===== src/rtl/ccff_chain_loader_if.sv =====
// Word stream into the configuration-chain loader: source drives data/valid, loader drives ready.
// Latency: none, wires only. Backpressure: the slave holds s_ready low outside its word-accept states.
interface ccff_chain_loader_if #(
    parameter int WORD_W = 8
);
    logic [WORD_W-1:0] s_data;
    logic              s_valid;
    logic              s_ready;

    modport master (output s_data, output s_valid, input s_ready);
    modport slave  (input s_data, input s_valid, output s_ready);
endinterface


===== src/rtl/ccff_chain_loader.sv =====
// Serializes config words onto a p_ccff chain head, LSB first, stopping after exactly CHAIN_LEN bits.
// Latency: bit 0 appears on ccff_head one cycle after the word handshake; WORD_W+1 cycles per word.
// Backpressure: s_ready only in LOAD (and PCHK when CCFF_LOADER_PARITY_EN adds a trailing parity word).
module ccff_chain_loader #(
    parameter int CHAIN_LEN = 64,
    parameter int WORD_W    = 8,
    parameter int CNT_W     = 16
) (
    input  logic               prog_clk,
    input  logic               prog_reset_n,
    input  logic               start,
    input  logic               abort,
    ccff_chain_loader_if.slave s,
    output logic               ccff_head,
    output logic               ccff_shift_en,
    input  logic               ccff_tail,
    output logic               busy,
    output logic               done,
    output logic [CNT_W-1:0]   bits_loaded,
    output logic               error
);

    localparam int               WB_W = $clog2(WORD_W + 1);
    localparam logic [CNT_W-1:0] LEN  = CNT_W'(CHAIN_LEN);
    localparam logic [CNT_W-1:0] WLEN = CNT_W'(WORD_W);

`ifdef CCFF_LOADER_PARITY_EN
    typedef enum logic [2:0] {IDLE, LOAD, SHIFT, DONE, PCHK} state_t;
`else
    typedef enum logic [1:0] {IDLE, LOAD, SHIFT, DONE} state_t;
`endif

    state_t            state;
    logic [WORD_W-1:0] sreg;
    logic [WB_W-1:0]   bits_left;
    logic [WB_W-1:0]   word_bits;
    logic [CNT_W-1:0]  remaining;
    logic [CNT_W-1:0]  bits_inc;
    logic              last_bit;
    logic              unused_tail;

    // The tail is not needed for sequencing; the parity check works on the shifted stream.
    assign unused_tail = ccff_tail;

    always_comb begin
        remaining = LEN - bits_loaded;
        word_bits = (remaining < WLEN) ? WB_W'(remaining) : WB_W'(WORD_W);
        bits_inc  = bits_loaded + CNT_W'(1);
        last_bit  = (bits_inc == LEN);
    end

`ifdef CCFF_LOADER_PARITY_EN
    logic parity;

    assign s.s_ready = (state == LOAD) || (state == PCHK);
    assign busy      = (state == LOAD) || (state == SHIFT) || (state == PCHK);
`else
    assign s.s_ready = (state == LOAD);
    assign busy      = (state == LOAD) || (state == SHIFT);
    assign error     = 1'b0;
`endif
    assign done = (state == DONE);

    always_ff @(posedge prog_clk or negedge prog_reset_n) begin
        if (!prog_reset_n) begin
            state         <= IDLE;
            sreg          <= '0;
            bits_left     <= '0;
            bits_loaded   <= '0;
            ccff_head     <= 1'b0;
            ccff_shift_en <= 1'b0;
`ifdef CCFF_LOADER_PARITY_EN
            parity        <= 1'b0;
            error         <= 1'b0;
`endif
        end else begin
            ccff_shift_en <= 1'b0;
            // abort wins over start and over a word handshaking in the same cycle
            if (abort) begin
                state <= IDLE;
            end else begin
                case (state)
                    IDLE, DONE: begin
                        if (start) begin
                            state       <= LOAD;
                            bits_loaded <= '0;
`ifdef CCFF_LOADER_PARITY_EN
                            parity      <= 1'b0;
                            error       <= 1'b0;
`endif
                        end
                    end
                    LOAD: begin
                        if (s.s_valid) begin
                            sreg      <= s.s_data;
                            bits_left <= word_bits;
                            state     <= SHIFT;
                        end
                    end
                    SHIFT: begin
                        ccff_head     <= sreg[0];
                        ccff_shift_en <= 1'b1;
                        sreg          <= sreg >> 1;
                        bits_loaded   <= bits_inc;
                        bits_left     <= bits_left - WB_W'(1);
`ifdef CCFF_LOADER_PARITY_EN
                        parity        <= parity ^ sreg[0];
`endif
                        if (bits_left == WB_W'(1)) begin
                            if (last_bit) begin
`ifdef CCFF_LOADER_PARITY_EN
                                state <= PCHK;
`else
                                state <= DONE;
`endif
                            end else begin
                                state <= LOAD;
                            end
                        end
                    end
`ifdef CCFF_LOADER_PARITY_EN
                    PCHK: begin
                        if (s.s_valid) begin
                            error <= s.s_data[0] ^ parity;
                            state <= DONE;
                        end
                    end
`endif
                    default: state <= IDLE;
                endcase
            end
        end
    end

endmodule


===== src/flat_wrapper.sv =====
// flat-port wrapper written by rule: the top's interface ports become plain ports
module ccff_chain_loader_flat 
#(
    parameter int CHAIN_LEN = 64,
    parameter int WORD_W    = 8,
    parameter int CNT_W     = 16
)
  (prog_clk, prog_reset_n, start, abort, ccff_head, ccff_shift_en, ccff_tail, busy, done, bits_loaded, error, s_s_data, s_s_valid, s_s_ready);
  ccff_chain_loader_if #(.WORD_W(WORD_W)) s_i ();
  input  logic prog_clk;
  input  logic prog_reset_n;
  input  logic start;
  input  logic abort;
  output logic ccff_head;
  output logic ccff_shift_en;
  input  logic ccff_tail;
  output logic busy;
  output logic done;
  output logic [CNT_W-1:0] bits_loaded;
  output logic error;
  input wire logic [$bits(s_i.s_data)-1:0] s_s_data;
  input wire logic [$bits(s_i.s_valid)-1:0] s_s_valid;
  output wire logic [$bits(s_i.s_ready)-1:0] s_s_ready;
  assign s_i.s_data = s_s_data;
  assign s_i.s_valid = s_s_valid;
  assign s_s_ready = s_i.s_ready;
  ccff_chain_loader #(.CHAIN_LEN(CHAIN_LEN), .WORD_W(WORD_W), .CNT_W(CNT_W)) u_core (.prog_clk(prog_clk), .prog_reset_n(prog_reset_n), .start(start), .abort(abort), .s(s_i), .ccff_head(ccff_head), .ccff_shift_en(ccff_shift_en), .ccff_tail(ccff_tail), .busy(busy), .done(done), .bits_loaded(bits_loaded), .error(error));
endmodule

===== config.mk =====
export PLATFORM = sky130hd
export DESIGN_NAME = ccff_chain_loader_flat
export DESIGN_NICKNAME = d
export VERILOG_FILES = /design/src/rtl/ccff_chain_loader_if.sv /design/src/rtl/ccff_chain_loader.sv /design/src/flat_wrapper.sv
export SDC_FILE = /design/constraint.sdc
export NUM_CORES = 1
export LEC_CHECK = 0
export BUFFER_PORTS_ARGS = -buffer_cell sky130_fd_sc_hd__buf_2
export CORE_ASPECT_RATIO = 1.2
export CORE_MARGIN = 1
export CORE_UTILIZATION = 57
export DETAILED_ROUTE_END_ITERATION = 10
export GPL_TIMING_DRIVEN = 1
export PLACE_DENSITY = 0.8
export RECOVER_POWER = 100
export SLEW_MARGIN = 20
export SYNTH_ARGS = -nofsm -noshare
export SYNTH_HDL_FRONTEND = slang
export SYNTH_SLANG_ARGS = --single-unit

===== constraint.sdc =====
create_clock -name prog_clk -period 3.5 [get_ports prog_clk]
set_clock_uncertainty 0.2 [all_clocks]
set_input_delay 0.35 -clock prog_clk [delete_from_list [all_inputs] [get_ports prog_clk]]
set_output_delay 0.35 -clock prog_clk [all_outputs]
set_load 0.01 [all_outputs]

== Word level (Yosys, flattened, before mapping) ==
Cells that the tools add are included.
Widths: inputs -> output; s select.

* Add/sub/neg operators: 3
* Multiply operators: 0
* Divide/modulo/power cells: 0
* $lt $le $gt $ge: 1
* Eq/ne operators: 10
* Shift-type cells: 0
* Multiplexer cells: 15
* Bitwise logic cells: 1
* Reductions and logical operators: 9

{| class="wikitable"
|+ Operators with widths
! operator !! count
|-
| $pmux 16 s2 || 1
|-
| $add 16x1->16 const B || 1
|-
| $eq 16x7->1 const B || 1
|-
| $lt 16x4->1 const B || 1
|-
| $mux 16 || 1
|-
| $pmux 8 s2 || 1
|-
| $sub 7x16->16 const A || 1
|-
| $mux 2 || 5
|-
| $ne 3x3->1 const B || 3
|-
| $reduce_and 3->1 || 3
|-
| $mux 4 || 2
|-
| $mux 8 || 1
|-
| $pmux 4 s2 || 1
|-
| $pmux 2 s3 || 1
|-
| $eq 2x2->1 const B || 2
|-
| $eq 4x1->1 const B || 1
|-
| $ne 2x2->1 const B || 2
|-
| $reduce_bool 2->1 || 2
|-
| $sub 4x1->4 const B || 1
|-
| $eq 2x1->1 const B || 1
|-
| $logic_not 2->1 || 1
|-
| $mux 1 || 2
|-
| $reduce_and 2->1 || 1
|-
| $reduce_or 2->1 || 1
|-
| 2 further kinds || 2
|}

* Register bits: 32
* Bits in latches: 0
* Memory bits (writable): 0
* ROM bits: 0
* Input bits: 14
* Logic and storage cells: 45
* Memories kept: 0

== Longest topological paths before layout ==
Gate-level depths: netlist of the first run.

* Depth in word-level cells: 6
* Depth in mapped cells: 9

== Least setup slack after synthesis of the first run ==
No wires, ideal clock.

* Kind: reg-to-reg
* Start: register u_core.bits_loaded[9]
* End: register u_core.bits_left[3]
* Setup time: 124 ps
* Arrival time: 2,292 ps
* Required time: 3,176 ps
* Slack: 884 ps
* Stages on the path, launching flop included: 7
* Buffers on the path: 1
* Cell sequence: dfrtp_1 -> buf_6 -> or4_4 -> or4_4 -> a2111oi_4 -> nand2_2 -> o31a_1

* Cells in the longest elaborated chain, start to end: 5

{| class="wikitable"
|+ RTL lines
! element !! RTL line !! RTL
|-
| start, declared || ccff_chain_loader.sv:19 || <nowiki>output logic [CNT_W-1:0] bits_loaded,</nowiki>
|-
| start signal, assigned || ccff_chain_loader.sv:104 || <nowiki>bits_loaded <= bits_inc;</nowiki>
|-
| $sub 7x16->16 || ccff_chain_loader.sv:46 || <nowiki>remaining = LEN - bits_loaded;</nowiki>
|-
| $lt 16x4->1 || ccff_chain_loader.sv:47 || <nowiki>word_bits = (remaining < WLEN) ? WB_W'(remaining) : WB_W'(WORD_W);</nowiki>
|-
| $mux 4 || ccff_chain_loader.sv:47 ||
|-
| $mux 4 || ccff_chain_loader.sv:94 || <nowiki>if (s.s_valid) begin</nowiki>
|-
| $pmux 4 s2 || ccff_chain_loader.sv:82 || <nowiki>case (state)</nowiki>
|-
| end signal, assigned || ccff_chain_loader.sv:96 || <nowiki>bits_left <= word_bits;</nowiki>
|-
| end signal, assigned || ccff_chain_loader.sv:105 || <nowiki>bits_left <= bits_left - WB_W'(1);</nowiki>
|-
| end, declared || ccff_chain_loader.sv:35 || <nowiki>logic [WB_W-1:0] bits_left;</nowiki>
|}

Every way passes these cells. The select of a mux whose other input is x is not followed.
A chain may end at the register's enable or synchronous reset.

== Worst setup path after layout of the first run ==
* Start: register u_core.bits_loaded[2]
* End: register u_core.bits_left[3]

* Cells in the longest elaborated chain, start to end: 5

{| class="wikitable"
|+ RTL lines
! element !! RTL line
|-
| $sub 7x16->16 (*) || ccff_chain_loader.sv:46
|-
| $lt 16x4->1 || ccff_chain_loader.sv:47
|-
| $mux 4 (*) || ccff_chain_loader.sv:47
|-
| $mux 4 (*) || ccff_chain_loader.sv:94
|-
| $pmux 4 s2 (*) || ccff_chain_loader.sv:82
|}

Every way passes the cells marked *; elsewhere a longest branch is shown, timed or not. The select of a mux whose other input is x is not followed.

==> metrics, run 1 <==
yosys warns=0; CTS Hold Bufs=1; fin crit period=3050 ps; failing checks=max-capacitance violations, max-slew violations; Setup crit end=u_core.bits_left[3]; dpl cell area=2415 µm²; final-layout fill cell count=384; Inst Count DP=340; worst skew pair latency=280 ps; gr usage total=25.49%; Sequential Power Share=44.0%; Clock power frac=26.4%; Main synth FF type=dfrtp_1; Internal=0.0007637 W; I/O pin total=36; MaxCap Viol Count=1; first-pass GRT wire length=8411 µm; combinational power share=29.7%; CTS tree=yes; slew margin rel.=-18.03%; CP Class=reg2reg; instance count on the critical path=6; core area=3910 µm²; Critical Path AT=3020 ps; crit start category=register; post-route cell area=2467 µm²; share of post-route cells with drive strength above 1=10.88%; Post-Layout Cell Count=348; r2r startpoint=u_core.bits_loaded[2]; initial core utilization=59.23%; WL/cell=14.84 µm; DRT iter0 DRCs=99; root buffer cell=clkbuf_8; vias per std cell=6.124; Routed WL=5164 µm; vias=2131; Crit Reg-Reg Endpoint=u_core.bits_left[3]; Num Clock Sinks=32; post-route ant nets=0; Setup Viol. Count Final=0; grt ovf=0; Core Rows=25; distinct cell type count after synthesis=57; drt first pass iters=5; NetSw=0.0004042 W; r2r setup slk=450 ps; Total Nets Final=316; Pwr Density=473.3 nW/µm²; largest net degree at the start of global routing=33; CTS Buf Count=5; setup_tns=0 ps; synthesis-to-finish area growth=6.537%; worst setup path startpoint=u_core.bits_loaded[2]; crit share post-route=87.15%; RSZ-0062 raised after global routing=false; Syn Area/Cell=8.452 µm²; clk buf depth=2; deepest level of the CTS H-tree=2; Crit path required time=3470 ps; drc violations=0; Slew @ Worst Pin=1770 ps; vias in the first global route=1870; crit end category=register; Worst path slowest cell=a2111oi_1; CP Cell Sequence=nor4_4 -> a21oi_4 -> or4_4 -> a2111oi_1 -> nand2_2 -> o31a_1; Max Fanout on Critical Path=14; Worst Path Buf+Inv=0; number of synthesized flops with an enable pin=0; die area=4323 µm²; antenna violations before repair=0; Yosys reg bits=32; Worst-path clk slew=70 ps; post-synthesis cell count=274; Mapped Nets=296; n_diodes=0; sw frac=34.61%; register area share after synthesis=34.58%; DP Wirelength=3512 µm; mapped cell area=2316 µm²; Reg2Reg Depth=6; die outline height=71.83 µm; setup ws final=449.6 ps; Post-CTS Resized=0; Fmax achieved=327.8 MHz; IO buf count=33; Pleak=0.9933 nW; run status=complete, but fails checks; Final Hold Violating Endpoints=0; HP Class=in2reg; Async SR Flop Fraction=100.0%; Max Slew Vio Count=33; Hold Worst Slack=122.6 ps; Top Family by Delay on Critical Path=simple AND/OR/NAND/NOR gates; critical path's largest stage delay=710 ps; hold path startpoint=abort; Chip Width=60.19 µm; VDD IR-drop max=0.0001688 V; gpl congestion=0.8982; postcts setup bufs=0; DP Worst Slack=768.6 ps
power by group through the flow:
stage | logic (W) | registers [W] | clock network, W
2_1_floorplan | 0.000292 | 0.000504 | 0
3_3_place_gp | 0.000356 | 0.000515 | 0
3_5_place_dp | 0.000368 | 0.000520 | 0
4_1_cts | 0.000371 | 0.000513 | 0.000316
5_1_grt | 0.000394 | 0.000527 | 0.000334
6_report | 0.000346 | 0.000513 | 0.000308
worst min-delay path by stage:
stage | endpoint | slack [ps] | depth (start not counted)
detailed placement | u_core.ccff_shift_en | 250 | 1
CTS | u_core.state[0] | 110 | 2
global placement | u_core.ccff_shift_en | 240 | 1
finish | u_core.state[0] | 120 | 2
global route | u_core.state[0] | 140 | 2
floorplan | u_core.bits_left[0] | -150 | 0
per-stage QoR:
step	total power, W	utilization [%]
global placement	0.0008717	61.76
detailed placement	0.0008880	61.76
floorplan	0.0007953	-
global route	0.001256	63.10
CTS	0.001200	64.48
finish	0.001168	63.10
layout by cell type (no fill, tap or decap), types with 2 or more instances in the layout:
cell type / netlist / routed
mux2i_1: 9 / 9
ha_1: 8 / 8
clkbuf_8: 1 / 7
clkbuf_1: 11 / 23
or4_4: 2 / 2
a211oi_1: 2 / 2
o21ai_0: 37 / 39
nand2_1: 29 / 29
a31oi_1: 5 / 5
and3_1: 2 / 2
dfrtp_1: 32 / 32
nand4_1: 8 / 8
nand3_1: 9 / 9
xnor2_1: 6 / 6
o31ai_1: 4 / 4
nor4_1: 2 / 2
or4_1: 2 / 2
a21oi_1: 11 / 11
nand2b_1: 2 / 2
or3_1: 2 / 3
nor2b_1: 2 / 2
buf_2: 1 / 11
a32oi_1: 2 / 2
nor2_1: 22 / 22
inv_1: 11 / 11
nor3_1: 12 / 12
o211ai_1: 2 / 2
and2_1: 2 / 2
cell families (layout without fill, tap and decap cells):
logic type | Yosys count | after routing | synth area share [%]
buf+inv | 34 | 54 | 8.211
xor+xnor | 7 | 7 | 2.647
other cells | 1 | 1 | 0.1619
mux | 10 | 10 | 4.376
fa+ha+maj | 8 | 8 | 4.322
flops | 32 | 32 | 34.58
compound gates | 77 | 77 | 21.72
simple gates | 105 | 105 | 23.99
per-layer routing:
metal | share of wire, % | routed length [µm] | track usage, % | vias up
li1 | - | - | - | 1024
met1 | 43 | 2245 | 31.92 | 1028
met2 | 50 | 2573 | 43.22 | 68
met3 | 4.6 | 235 | 3.791 | 11
met4 | 2.1 | 110 | 9.561 | 0
met5 | 0 | 0 | 0 | -
flip-flops by register name (all words and copies together) (netlist names):
name / cells
u_core.state: 2
u_core.bits_left: 4
u_core.ccff_shift_en: 1
u_core.ccff_head: 1
u_core.sreg: 8
u_core.bits_loaded: 16
cell usage after synthesis, types with 3 or more instances:
master | count | share of area [%]
a21oi_1 | 11 | 2.4
o31ai_1 | 4 | 1.3
a31oi_1 | 5 | 1.4
xnor2_1 | 6 | 2.3
nor2_1 | 22 | 3.6
dfrtp_1 | 32 | 35
ha_1 | 8 | 4.3
nand2_1 | 29 | 4.7
clkbuf_1 | 11 | 1.8
o21ai_0 | 37 | 8.0
inv_1 | 11 | 1.8
o21ai_1 | 3 | 0.65
buf_4 | 3 | 0.97
nor3_1 | 12 | 2.6
mux2i_1 | 9 | 3.9
buf_6 | 3 | 1.5
nand3_1 | 9 | 1.9
nand4_1 | 8 | 2.2
cell type report:
cell class	count	area, µm²	share of cell area [%]
multi-input cells	208	1303	52.79
repair buffers	36	158.9	6.440
well taps	54	67.56	2.738
inverters	11	41.29	1.673
flip-flops and latches	32	800.8	32.45
clock buffers	7	96.34	3.905
Power figures use the tool's default switching activity.
==> run 2: changes to the inputs <==
--- a/config.mk
+++ b/config.mk
@@ -7,11 +7,10 @@
 export LEC_CHECK = 0
 export BUFFER_PORTS_ARGS = -buffer_cell sky130_fd_sc_hd__buf_2
 export CORE_ASPECT_RATIO = 1.2
-export CORE_MARGIN = 1
-export CORE_UTILIZATION = 57
+export CORE_UTILIZATION = 51
 export DETAILED_ROUTE_END_ITERATION = 10
 export GPL_TIMING_DRIVEN = 1
-export PLACE_DENSITY = 0.8
+export PLACE_DENSITY = 0.76
 export RECOVER_POWER = 100
 export SLEW_MARGIN = 20
 export SYNTH_ARGS = -nofsm -noshare
==> constraint.sdc (replaced) <==
create_clock -name prog_clk -period 2.8 [get_ports prog_clk]
set_clock_uncertainty 0.2 [all_clocks]
set_input_delay 0.28 -clock prog_clk [delete_from_list [all_inputs] [get_ports prog_clk]]
set_output_delay 0.28 -clock prog_clk [all_outputs]
set_load 0.01 [all_outputs]
==> metrics, run 2 (synthesized netlist as in run 1, its figures left out) <==
initial core utilization=53.93%; first-pass GRT wire length=9073 µm; Worst path slowest cell=nor4_1; Total Nets Final=328; commonest cells after routing, fill and taps aside=o21ai_0 (39), dfrtp_1 (32), nand2_1 (29); setup ws final=178.4 ps; Top Registers=u_core.bits_loaded: 16 flops, u_core.sreg: 8 flops, u_core.bits_left: 4 flops; Inst Count DP=354; Chip Width=63.52 µm; run status=complete, but fails checks; crit start category=register; RSZ-0062 raised after global routing=false; core area=4294 µm²; r2r setup slk=180 ps; gr usage total=24.36%; n_diodes=0; r2r startpoint=u_core.bits_loaded[10]; CTS Buf Count=5; Post-CTS Resized=0; Critical Path AT=2630 ps; setup_tns=0 ps; most common cell after layout, fill and taps aside=o21ai_0; WL/cell=14.74 µm; Final Hold Violating Endpoints=0; crit share post-route=93.63%; WHS Endpoint=u_core.state[0]; Pwr Density=597.2 nW/µm²; CP Class=reg2reg; crit end category=register; Slew @ Worst Pin=1743 ps; footprint of the multi-input gates=1313 µm²; DRT iter0 DRCs=117; Top Family by Delay on Critical Path=simple AND/OR/NAND/NOR gates; DP Wirelength=3802 µm; Num Clock Sinks=32; Largest register FFs=16; Register Area=800.8 µm²; failing checks=max-capacitance violations, max-slew violations; Fmax achieved=381.5 MHz; critical path's largest stage delay=650 ps; Pleak=1.074 nW; post-route ant nets=0; CTS tree=yes; grt ovf=0; worst skew pair latency=280 ps; Max Fanout on Critical Path=9; root buffer cell=clkbuf_8; vias per std cell=5.871; Crit Reg-Reg Endpoint=u_core.state[1]; vias in the first global route=1992; final-layout fill cell count=414; HP Class=in2reg; largest net degree at the start of global routing=33; deepest level of the CTS H-tree=2; synthesis-to-finish area growth=11.35%; slew margin rel.=-16.21%; Post-Layout Cell Count=363; DP Worst Slack=219.4 ps; CTS Hold Bufs=1; drt first pass iters=4; clk buf depth=2; postcts setup bufs=0; Reg2Reg Depth=6; MaxCap Viol Count=1; die outline height=75.82 µm; IO buf count=33; Max Slew Vio Count=33; I/O pin total=36; Worst-path clk slew=70 ps; Worst Path Buf+Inv=1; fin crit period=2622 ps; hold path cells=2; hold path startpoint=abort; Core Rows=26; CP Cell Sequence=clkbuf_1 -> nand4_1 -> nor4_1 -> o211ai_1 -> a2111o_1 -> o21ai_1; drc violations=0; vias=2131; gpl congestion=0.8643; share of post-route cells with drive strength above 1=15.96%; die area=4816 µm²; Routed WL=5350 µm; Largest Register=u_core.bits_loaded; antenna violations before repair=0; VDD IR-drop max=0.0002515 V; Crit path required time=2810 ps; Setup Viol. Count Final=0
-- run 2: area by class of cell --
class                   count  share of cell area (%)
multi-input cells         208                   50.90
flip-flops and latches     32                   31.05
repair buffers             48                   9.413
well taps                  56                   2.717
clock buffers               5                   2.669
clock inverters             3                   1.650
inverters                  11                   1.601
-- run 2: routing by layer --
metal	up-vias	GRT usage (%)	part of all wire (%)	routed length, µm
li1	1053	-	-	-
met1	1007	27.12	42	2237
met2	63	47.40	52	2761
met3	8	4.341	5.1	275
met4	0	7.323	1.4	76
met5	-	0	0	0
-- run 2: how the worst max path moves through the flow --
stage,start,slack (ps),depth (start not counted),endpoint
6_report,u_core.bits_loaded[10],180,6,u_core.state[1]
5_1_grt,u_core.bits_loaded[9],20,6,u_core.state[1]
4_1_cts,u_core.bits_loaded[5],200,6,u_core.bits_left[3]
3_5_place_dp,u_core.bits_loaded[5],220,6,u_core.bits_left[3]
3_3_place_gp,u_core.bits_loaded[5],250,6,u_core.bits_left[3]
2_1_floorplan,u_core.bits_loaded[9],180,6,u_core.bits_left[3]
-- run 2: power breakdown --
group | internal (W) | total (W) | leakage (nW) | switching [W]
Sequential | 0.000561 | 0.000643 | 0.423 | 0.0000816
Combinational | 0.000191 | 0.000461 | 0.597 | 0.000270
Clock | 0.000263 | 0.000436 | 0.0541 | 0.000173
-- run 2: per-stage QoR --
step,utilization (%),power (W),hold slack [ps],instance area [µm²]
2_1_floorplan,-,0.0009941,-215.6,2316
3_3_place_gp,58.39,0.001107,174.2,2507
3_5_place_dp,58.39,0.001130,182.4,2507
4_1_cts,61.22,0.001574,55.67,2629
5_1_grt,60.05,0.001653,56.16,2579
6_report,60.05,0.001540,55.43,2579
